<file path="src/rtl/s32x_video_mixer.sv">
// 32X / MD video mixer: delays the 32X pixel stream to line up with the MD pipeline, selects per dot, expands to RGB888.
// Latency: one dot from the MD inputs (outputs register on the DOT_CE edge); 32X pixels are additionally delayed by DELAY dots.
// Backpressure: none; the block is paced entirely by DOT_CE and must accept one pixel per strobe.
`timescale 1ns/1ps
module s32x_video_mixer #(
    parameter int DELAY = 4,
    parameter int DEPTH = 8
) (
    input  logic       CLK,
    input  logic       RST,
    input  logic       DOT_CE,
    input  logic       S32X_EN,
    input  logic [4:0] S32X_R,
    input  logic [4:0] S32X_G,
    input  logic [4:0] S32X_B,
    input  logic       S32X_YSO_N,
    input  logic [3:0] MD_R,
    input  logic [3:0] MD_G,
    input  logic [3:0] MD_B,
    input  logic       MD_HBLK,
    input  logic       MD_VBLK,
    input  logic       MD_HS_N,
    input  logic       MD_VS_N,
    output logic [7:0] R,
    output logic [7:0] G,
    output logic [7:0] B,
    output logic       HBLK,
    output logic       VBLK,
    output logic       HS_N,
    output logic       VS_N,
    output logic       PIX_SRC
);

    localparam int AW = (DEPTH > 1) ? $clog2(DEPTH) : 1;
    localparam logic [AW-1:0] DELAY_A = AW'(DELAY);
    localparam logic [AW:0]   DELAY_F = (AW+1)'(DELAY);
    localparam logic [AW-1:0] ONE_A   = AW'(1);
    localparam logic [AW:0]   ONE_F   = (AW+1)'(1);

    // Reject configurations where the pointer arithmetic would not wrap correctly
    // or where the read pointer would collide with the write pointer.
    if (DEPTH < 2 || (DEPTH & (DEPTH - 1)) != 0) begin : g_bad_depth
        $error("s32x_video_mixer: DEPTH must be a power of two and at least 2");
    end
    if (DELAY < 0 || DELAY >= DEPTH) begin : g_bad_delay
        $error("s32x_video_mixer: DELAY must lie in 0..DEPTH-1");
    end

    typedef enum logic [1:0] {
        ST_IDLE = 2'd0,
        ST_FILL = 2'd1,
        ST_RUN  = 2'd2
    } state_t;

    state_t          state_q, state_d;
    logic [AW-1:0]   wp_q, wp_d;
    logic [AW-1:0]   fc_q, fc_d;
    logic [AW:0]     fc_inc;
    logic            wr_en;
    logic [15:0]     wr_dat;
    logic [AW-1:0]   rd_addr;
    logic [15:0]     rd_dat;
    logic [15:0]     mem_q [DEPTH];

    logic            blank;
    logic            sel;
    logic [7:0]      r_q, r_d;
    logic [7:0]      g_q, g_d;
    logic [7:0]      b_q, b_d;
    logic            hblk_q, hblk_d;
    logic            vblk_q, vblk_d;
    logic            hs_n_q, hs_n_d;
    logic            vs_n_q, vs_n_d;
    logic            src_q, src_d;

    // Entry layout {YSO_N, B5, G5, R5}; the read sits DELAY entries behind the write.
    assign wr_dat  = {S32X_YSO_N, S32X_B, S32X_G, S32X_R};
    assign rd_addr = wp_q - DELAY_A;
    assign rd_dat  = (DELAY == 0) ? wr_dat : mem_q[rd_addr];
    assign fc_inc  = {1'b0, fc_q} + ONE_F;

    // Sequencer: disable wins over everything; FILL primes DELAY entries before RUN reads them.
    always_comb begin
        state_d = state_q;
        wp_d    = wp_q;
        fc_d    = fc_q;
        wr_en   = 1'b0;
        if (!S32X_EN) begin
            state_d = ST_IDLE;
            wp_d    = '0;
            fc_d    = '0;
        end else begin
            case (state_q)
                ST_IDLE: begin
                    fc_d    = '0;
                    state_d = (DELAY == 0) ? ST_RUN : ST_FILL;
                end
                ST_FILL: begin
                    if (DOT_CE) begin
                        wr_en = 1'b1;
                        wp_d  = wp_q + ONE_A;
                        fc_d  = fc_inc[AW-1:0];
                        if (fc_inc == DELAY_F) begin
                            state_d = ST_RUN;
                        end
                    end
                end
                ST_RUN: begin
                    if (DOT_CE) begin
                        wr_en = 1'b1;
                        wp_d  = wp_q + ONE_A;
                    end
                end
                default: begin
                    state_d = ST_IDLE;
                    wp_d    = '0;
                    fc_d    = '0;
                end
            endcase
        end
    end

    // Sequencer state; buffer contents are deliberately not reset since FILL hides stale data.
    always_ff @(posedge CLK) begin
        if (RST) begin
            state_q <= ST_IDLE;
            wp_q    <= '0;
            fc_q    <= '0;
        end else begin
            state_q <= state_d;
            wp_q    <= wp_d;
            fc_q    <= fc_d;
        end
    end

    // Circular delay line for the 32X pixel stream.
    always_ff @(posedge CLK) begin
        if (wr_en) begin
            mem_q[wp_q] <= wr_dat;
        end
    end

    // Per-dot pixel select and bit-replicating expansion; everything holds between strobes.
    always_comb begin
        blank  = MD_HBLK | MD_VBLK;
        sel    = (state_q == ST_RUN) & ~rd_dat[15] & ~blank;
        r_d    = r_q;
        g_d    = g_q;
        b_d    = b_q;
        hblk_d = hblk_q;
        vblk_d = vblk_q;
        hs_n_d = hs_n_q;
        vs_n_d = vs_n_q;
        src_d  = src_q;
        if (DOT_CE) begin
            hblk_d = MD_HBLK;
            vblk_d = MD_VBLK;
            hs_n_d = MD_HS_N;
            vs_n_d = MD_VS_N;
            src_d  = sel;
            if (blank) begin
                r_d = 8'h00;
                g_d = 8'h00;
                b_d = 8'h00;
            end else if (sel) begin
                r_d = {rd_dat[4:0],   rd_dat[4:2]};
                g_d = {rd_dat[9:5],   rd_dat[9:7]};
                b_d = {rd_dat[14:10], rd_dat[14:12]};
            end else begin
                r_d = {MD_R, MD_R};
                g_d = {MD_G, MD_G};
                b_d = {MD_B, MD_B};
            end
        end
    end

    // Output register: blanked colour, syncs inactive, blanks asserted out of reset.
    always_ff @(posedge CLK) begin
        if (RST) begin
            r_q    <= 8'h00;
            g_q    <= 8'h00;
            b_q    <= 8'h00;
            hblk_q <= 1'b1;
            vblk_q <= 1'b1;
            hs_n_q <= 1'b1;
            vs_n_q <= 1'b1;
            src_q  <= 1'b0;
        end else begin
            r_q    <= r_d;
            g_q    <= g_d;
            b_q    <= b_d;
            hblk_q <= hblk_d;
            vblk_q <= vblk_d;
            hs_n_q <= hs_n_d;
            vs_n_q <= vs_n_d;
            src_q  <= src_d;
        end
    end

    assign R       = r_q;
    assign G       = g_q;
    assign B       = b_q;
    assign HBLK    = hblk_q;
    assign VBLK    = vblk_q;
    assign HS_N    = hs_n_q;
    assign VS_N    = vs_n_q;
    assign PIX_SRC = src_q;

endmodule

</file>
<file path="config.mk">
export PLATFORM = sky130hd
export DESIGN_NAME = s32x_video_mixer
export DESIGN_NICKNAME = d
export VERILOG_FILES = /design/src/rtl/s32x_video_mixer.sv
export SDC_FILE = /design/constraint.sdc
export NUM_CORES = 1
export LEC_CHECK = 0
export ABC_AREA = 1
export BUFFER_PORTS_ARGS = -buffer_cell sky130_fd_sc_hd__buf_2
export CAP_MARGIN = 20
export CORE_MARGIN = 2
export CORE_UTILIZATION = 59
export CTS_CLUSTER_DIAMETER = 80
export DETAILED_ROUTE_END_ITERATION = 10
export GPL_ROUTABILITY_DRIVEN = 0
export GPL_TIMING_DRIVEN = 0
export HOLD_SLACK_MARGIN = 0.15
export PLACE_DENSITY_LB_ADDON = 0.12
export RECOVER_POWER = 50
export SYNTH_ARGS = -nofsm -noshare
export SYNTH_HDL_FRONTEND = slang
export SYNTH_SLANG_ARGS = --single-unit
</file>
<file path="constraint.sdc">
create_clock -name CLK -period 2.5 [get_ports CLK]
set_input_delay 0 -clock CLK [delete_from_list [all_inputs] [get_ports CLK]]
set_output_delay 0 -clock CLK [all_outputs]
set_load 0.005 [all_outputs]
</file>
==> results list, run 1 <==
- The die is 111.6 µm wide.
- Worst setup path startpoint: wp_q[0]
- The run finished with clean final reports.
- The wire-length estimate of the detail-placed layout is 10320 µm.
- Of all flip-flops after synthesis, the portion carrying an async set or reset was 0%.
- Number of placement rows: 39
- Vias per Instance: 5.490
- After the last flow step, the layout net total stands at 850.
- The worst register-to-register path has a depth of 11.
- The most critical setup path has its endpoint at R[7].
- In this run, distinct cell masters in the synthesized netlist total 26.
- Area of the die: 12450 µm²
- The repair_antennas step left the layout with diodes totalling 0.
- The worst register-to-register path begins at wp_q[0].
- After clock tree synthesis, the clock-pin slew on the worst setup and hold paths is 60 ps.
* Number of buffers created by CTS: 17
- By area the synthesized netlist is led by sky130_fd_sc_hd__edfxtp_1 56%, sky130_fd_sc_hd__nand2_1 13%, sky130_fd_sc_hd__dfxtp_1 11%.
- CTS root buffer: sky130_fd_sc_hd__clkbuf_16
* Max frequency: 414.2 MHz
* Most common cell after layout, fill and taps aside: sky130_fd_sc_hd__nand2_1
* Worst-case vdd ir drop: 0.0004603 V
* Routing usage on met2: 45.69%
- Setup violations remaining at the end of the flow were counted as 0.
* Number of antenna-violating nets in the routed design: 0
- Final min period: 2414 ps
- The global routing stage identified its most utilized layer as met2.
- Global-route total usage across every layer: 27.53%
* H-tree Lvls: 4
- For this block, the initial DRC count from the detailed router was 613.
- Number of global-route vias before repair: 5190
- The post-route netlist has 15.24% of its cells at a drive strength greater than 1.
- The number of nets in the synthesized netlist is 715.
- P_leak: 3.429 nW
- The finished cells cover 8603 µm².
- After detailed routing, the average wire length per cell comes to 17.29 µm.
- Clock tree from TritonCTS: yes
- The setup check on the worst reg-to-reg path leaves a slack of 90 ps.
* Transition time at the pin with the least slew margin: 595.6 ps
* Remaining global-route overflow: 0
- Setup tns final: 0 ps
- The share of synthesized area in the top cell type comes to 56.27%.
* Classification of the worst-slack hold path: in -> reg
* Classification of the worst setup path: reg -> reg
- Of the available clock period, the critical path in the final layout requires 96.57%.
- Cell type group with the largest total delay on the critical path: buffers and inverters
- For this run, global-route usage on met3 was measured as 6.587%.
* Number of endpoints with negative hold slack in the final report: 0
- Wire length of the first global-routing pass: 26060 µm
- Entering global routing, the biggest net connects 17 pins.
- Traced cell by cell, the critical path runs through buf_2 -> buf_2 -> nand2_1 -> nand3_1 -> nand2_1 -> inv_1 -> nand2_1 -> nand2_1 -> nand3_1 -> dlygate4sd3_1 -> a21oi_1.
- Clk buf depth: 2
* GR Util met1: 35.38%
- Sinks on the clock net: 165
- Placed instance area: 7502 µm²
- Sequential-to-total area share from yosys stat: 67.12%
- Area growth from synthesis to layout: 25.96%
- The number of antenna violations at the first check in global routing came to 0.
* Hold depth: 2
- In this run the count of I/O pins placed on the die edge is 65.
- The total area inside the core boundary comes to 11370 µm².
* Clock latency on the worst-skew pair: 430 ps
* Flip-flop and latch count after synthesis: 165
* CP Capture Type: flop
- Among all stages on the critical path, the largest delay is contributed by sky130_fd_sc_hd__dlygate4sd3_1.
- Worst relative slew slack: 60.25%
* Maximum net fanout on the critical path: 10
- Each instance of the synthesized netlist takes up on average 10.16 µm².
* Crit path top cell by count: sky130_fd_sc_hd__nand2_1
- Synth Cell Area: 6830 µm²
- Leaving out fill and tap cells, the most frequent cells in the layout are 238 x sky130_fd_sc_hd__nand2_1, 128 x sky130_fd_sc_hd__edfxtp_1, 95 x sky130_fd_sc_hd__nand3_1.
- Worst reg2reg endpoint: R[7]
* Worst clock skew on the final layout: 19.81 ps
- Detailed-routing iteration count for the pre-antenna-repair pass: 7
* Max-cap viol count: 0
* Overall power after layout: 6.140 mW
- The largest total area in the synthesized netlist belongs to sky130_fd_sc_hd__edfxtp_1.
* Number of buffer cells added on primary ports: 63
* YS warnings: 0
- Final wirelength: 16650 µm
- STA puts the critical path data arrival time at 2780 ps.
- Die Y: 111.6 µm
- Number of instances in the synthesized netlist: 672
* Pwr per Cell Area: 713.7 nW/µm²
- Initial core utilization: 60.07%
- Worst path buffer plus inverter count: 4
* Crit. path cell count: 11
- Main synth FF type: sky130_fd_sc_hd__edfxtp_1
- Detailed routing inserted a total of 5287 vias.
- Highest cell delay on the worst timing path: 570 ps
- Endpoint required time on the critical path: 2860 ps
- Final max-slew violation count: 0
- Detailed-route DRC error count: 0
- The worst setup path is launched from a flop.
- The synthesized design contains 128 enable-type register cells.
* Final Util: 75.67%
- Setup bufs post-CTS: 0
how the worst min path moves through the flow:
stage / startpoint / end / slack (ps)
6_report: S32X_R[1] / mem_q[5][1] / 460
5_1_grt: B[4] / B[4] / 480
4_1_cts: S32X_R[3] / mem_q[2][3] / 360
3_5_place_dp: MD_HS_N / HS_N / 230
3_3_place_gp: MD_VS_N / VS_N / 220
2_1_floorplan: DOT_CE / PIX_SRC / 90
cells in the mapped netlist, types with 5 or more instances:
cell and count:
sky130_fd_sc_hd__nand2_1 238, sky130_fd_sc_hd__edfxtp_1 128, sky130_fd_sc_hd__nand3_1 95, sky130_fd_sc_hd__inv_1 60, sky130_fd_sc_hd__dfxtp_1 37, sky130_fd_sc_hd__a21oi_1 31, sky130_fd_sc_hd__buf_2 20, sky130_fd_sc_hd__nor2_1 15
sky130_fd_sc_hd__ha_1 7, sky130_fd_sc_hd__inv_2 7, sky130_fd_sc_hd__nand2_2 5
state kept, by name (all words and copies together), names as in the netlist:
| signal | cells |
|---|---|
| HBLK | 1 |
| PIX_SRC | 1 |
| mem_q | 128 |
| VS_N | 1 |
| HS_N | 1 |
| R | 8 |
| wp_q | 3 |
| G | 8 |
| VBLK | 1 |
| fc_q | 3 |
| state_q | 2 |
| B | 8 |
power breakdown:
part           leakage, nW  switching [mW]  internal (mW)
Combinational         1.65           0.126          0.101
Clock                0.326            1.05           1.88
Sequential            1.45          0.0109           2.97
Total                 3.43            1.19           4.95
through the flow:
step	std cells	hold slack, ps	setup slack [ps]
floorplan	672	93.93	416.9
global placement	878	216.0	-517.2
detailed placement	886	226.1	268.0
CTS	963	363.6	76.52
global route	963	482.8	-4.461
finish	963	458.4	85.68
cell type report:
class	instances	area (µm²)
buffer	28	153.9
timing repair buffer	116	884.6
inverter	67	251.5
tap	143	178.9
multi-input combinational	412	1876
clock buffer	17	425.4
fill	741	2766
sequential	165	4584
clock inverter	15	249.0
metal layers:
layer	up-vias	share of wire, %
met5	-	0
li1	2490	-
met1	2481	40
met2	279	48
met3	37	9.3
met4	0	2.6
what timing repair did:
item                       CTS  global route
hold endpoints to repair   165             0
hold buffers                45             0
setup endpoints to repair    0             4
resized for setup            0             4
kinds of logic (layout without fill, tap and decap cells):
kind of cell               after synthesis  in the layout  synth area share, %
AOI/OAI and AO/OA                       38             38                2.931
xor gates and xnor gates                 1              1               0.1283
adders and majority gates                7              7                1.282
and+or+nand+nor                        366            366                22.68
buffers and inverters                   95            243                5.862
DFF                                    165            165                67.12
No activity file was read; power rests on OpenSTA's default activity.
==> inputs of run 2 (changes only) <==
--- a/config.mk
+++ b/config.mk
@@ -9,7 +9,7 @@
 export BUFFER_PORTS_ARGS = -buffer_cell sky130_fd_sc_hd__buf_2
 export CAP_MARGIN = 20
 export CORE_MARGIN = 2
-export CORE_UTILIZATION = 59
+export CORE_UTILIZATION = 53
 export CTS_CLUSTER_DIAMETER = 80
 export DETAILED_ROUTE_END_ITERATION = 10
 export GPL_ROUTABILITY_DRIVEN = 0
==> constraint.sdc (replaced) <==
create_clock -name CLK -period 2 [get_ports CLK]
set_input_delay 0 -clock CLK [delete_from_list [all_inputs] [get_ports CLK]]
set_output_delay 0 -clock CLK [all_outputs]
set_load 0.005 [all_outputs]
==> results list, run 2 (synthesis results as in run 1) <==
* Result of the run: completed
* H-tree Lvls: 4 (unchanged)
* Number of antenna-violating nets in the routed design: 0 (unchanged)
- Number of placement rows: 41 (+5.1%)
- Worst slack at placement: -305.5 ps (-573.5 ps)
* P_leak: 3.420 nW (-0.26%)
- Most common cell after layout, fill and taps aside: sky130_fd_sc_hd__nand2_1
* DP Wirelength: 10460 µm (+1.4%)
* Critical Path AT: 2010 ps (-770 ps)
* Routing usage on met2: 39.95% (-5.7 points)
- The power per standard cell area was 842.6 nW/µm² (+18%).
- Remaining global-route overflow: 0 (unchanged)
- The max-slew violation total from the final report is 0 (unchanged).
- Transition time at the pin with the least slew margin: 439.7 ps (-155.8 ps)
- Initial core utilization: 54.12% (-6.0 points)
- The clock latency on the worst-skew pair is 430 ps (about the same).
* Number of antenna violations at the first check in global routing: 0 (unchanged)
* Minimum setup slack in the final design: 128.6 ps (+42.94 ps)
- The part of the total power dissipated in combinational logic was 3.9% (+0.2 points).
* I/O pin total: 65 (unchanged)
* Final cell area excluding filler cells: 8623 µm² (+0.23%)
- The total inserted antenna cells was 0 (unchanged).
* Placed instance area: 7501 µm² (about the same)
- Overall power after layout: 7.266 mW (+18%)
- The overall via count from detail_route was 5159 (-2.4%).
* Share of cells above drive strength 1: 16.20% (+0.96 points)
- The final period utilization was 93.57% (-3.0 points).
* Final min period: 1871 ps (-542.9 ps)
* Routed wire length per instance: 16.77 µm (-3.0%)
* Most used routing layer: met2
- Die Y: 117.5 µm (+5.3%)
* Worst clock skew on the final layout: 5.637 ps (-14.17 ps)
- The switching fraction of total power came to 20.30% (+0.95 points).
* Number of buffer cells added on primary ports: 63 (unchanged)
* Sinks on the clock net: 165 (unchanged)
- The number of flip-flops in the largest register is 128 (unchanged).
* Final wirelength: 16760 µm (+0.67%)
* Max-cap viol count: 0 (unchanged)
- Critical Path Start Type: flop
- From synthesis to final layout, the design area changed by 26.25%.
- Endpoint required time on the critical path: 2140 ps (-720 ps)
* Final Util: 68.33% (-7.3 points)
- The min-delay analysis places its worst path in the category in -> reg.
* CTS root buffer: sky130_fd_sc_hd__clkbuf_16
- The via count of the first global-routing pass came to 4860 (-6.4%).
- The count of endpoints failing hold in the final timing report came to 0 (unchanged).
- The detailed-route DRC error count was 0 (unchanged).
* DRT iter0 DRCs: 482 (-21%)
* Setup tns final: 0 ps (unchanged)
- The clock tree buffer depth was 2 (unchanged).
* Vias per Instance: 5.164 (-5.9%)
- The biggest fanout along the worst timing path was 12 (+2).
- Width of the chip: 117.5 µm (+5.3%)
- Pin count of the biggest net entering global routing: 17 (unchanged)
* Most used cells in the layout excluding fill and tap cells: 236 x sky130_fd_sc_hd__nand2_1, 128 x sky130_fd_sc_hd__edfxtp_1, 95 x sky130_fd_sc_hd__nand3_1
- Max frequency: 534.4 MHz (+29%)
- The share of total power in the clock network is 44.8% (-2.9 points).
* Floorplan core area: 12620 µm² (+11%)
* Global-route total usage across every layer: 25.01% (-2.5 points)
- The highest ir drop seen on vdd came to 0.0006039 V (+31%).
* Internal Power: 5.791 mW (+17%)
* Setup-violating endpoint count in the final report: 0 (unchanged)
- Clock transition at the registers of the reported paths: 60 ps (about the same)
- CP Capture Type: flop
- Detailed-routing iteration count for the pre-antenna-repair pass: 5 (-2)
* Number of buffers created by CTS: 17 (unchanged)
* Classification of the worst setup path: reg -> reg
- The proportion of power drawn by flip-flops and latches came to 51.3% (+2.7 points).
- Register ranked first by flip-flop count: mem_q
- Setup repair after global routing left no endpoint under its margin.
- Clock tree from TritonCTS: yes
- Worst relative slew slack: 70.68% (+10 points)
- The met3 usage in global routing came to 7.171% (+0.58 points).
- Area of the die: 13810 µm² (+11%)
- Switching power summed over all nets: 1.475 mW (+24%)
* GR Util met1: 32.24% (-3.1 points)
* Wire length of the first global-routing pass: 25830 µm (-0.90%)
- Number of nets in the finished design: 857 (+0.82%)
run 2: stage by stage:
step	hold slack, ps	std cells
after detailed placement	218.1	915
final	343.8	999
after global routing	365.0	999
after global placement	218.8	907
after CTS	352.4	999
after floorplan	93.93	672
run 2: final cells by class:
cell class                      instances  area (µm²)
Inverter                               67       251.5
Timing Repair Buffer                  123       888.4
Tap cell                              172       215.2
Clock inverter                         14       158.9
Clock buffer                           18       429.2
Buffer                                 28       153.9
Sequential cell                       165        4587
Multi-Input combinational cell        412        1939
Fill cell                             963        3996
run 2: final timing paths:
kind	start	to	slack [ps]	cells past startpoint
max	wp_q[1]	mem_q[3][13]	130	6
min	DOT_CE	mem_q[7][15]	340	6
max reg2reg	wp_q[1]	mem_q[3][13]	130	6
min reg2reg	B[1]	B[1]	470	2
run 2: power by group through the flow:
stage	Clock (mW)	Combinational, mW	Sequential, mW
finish	3.25	0.284	3.73
global route	3.43	0.314	3.73
CTS	3.27	0.285	3.73
detailed placement	0	0.218	3.80
global placement	0	0.208	3.80
floorplan	0	0.101	3.80
run 2: timing repair:
action                     in CTS  in global routing
setup endpoints to repair     119                147
pin swaps                       6                  0
gates resized for setup        10                 11
hold buffers                   42                  0
gates cloned                    0                  0
setup buffers                  10                  0
hold endpoints to repair      165                  0
run 2: layer usage:
layer	vias up	wire length (µm)	part of all wire, %
li1	2503	-	-
met1	2430	7156	43
met2	196	7977	48
met3	30	1232	7.4
met4	0	392	2.3
met5	-	0	0
run 2: worst max-delay path, cell delays in order (launching register included):
cell and delay (ps):
sky130_fd_sc_hd__dfxtp_2 440, sky130_fd_sc_hd__inv_2 70, sky130_fd_sc_hd__nor2_4 260, sky130_fd_sc_hd__buf_2 330
sky130_fd_sc_hd__inv_1 160, sky130_fd_sc_hd__nor2_4 140, sky130_fd_sc_hd__buf_8 170
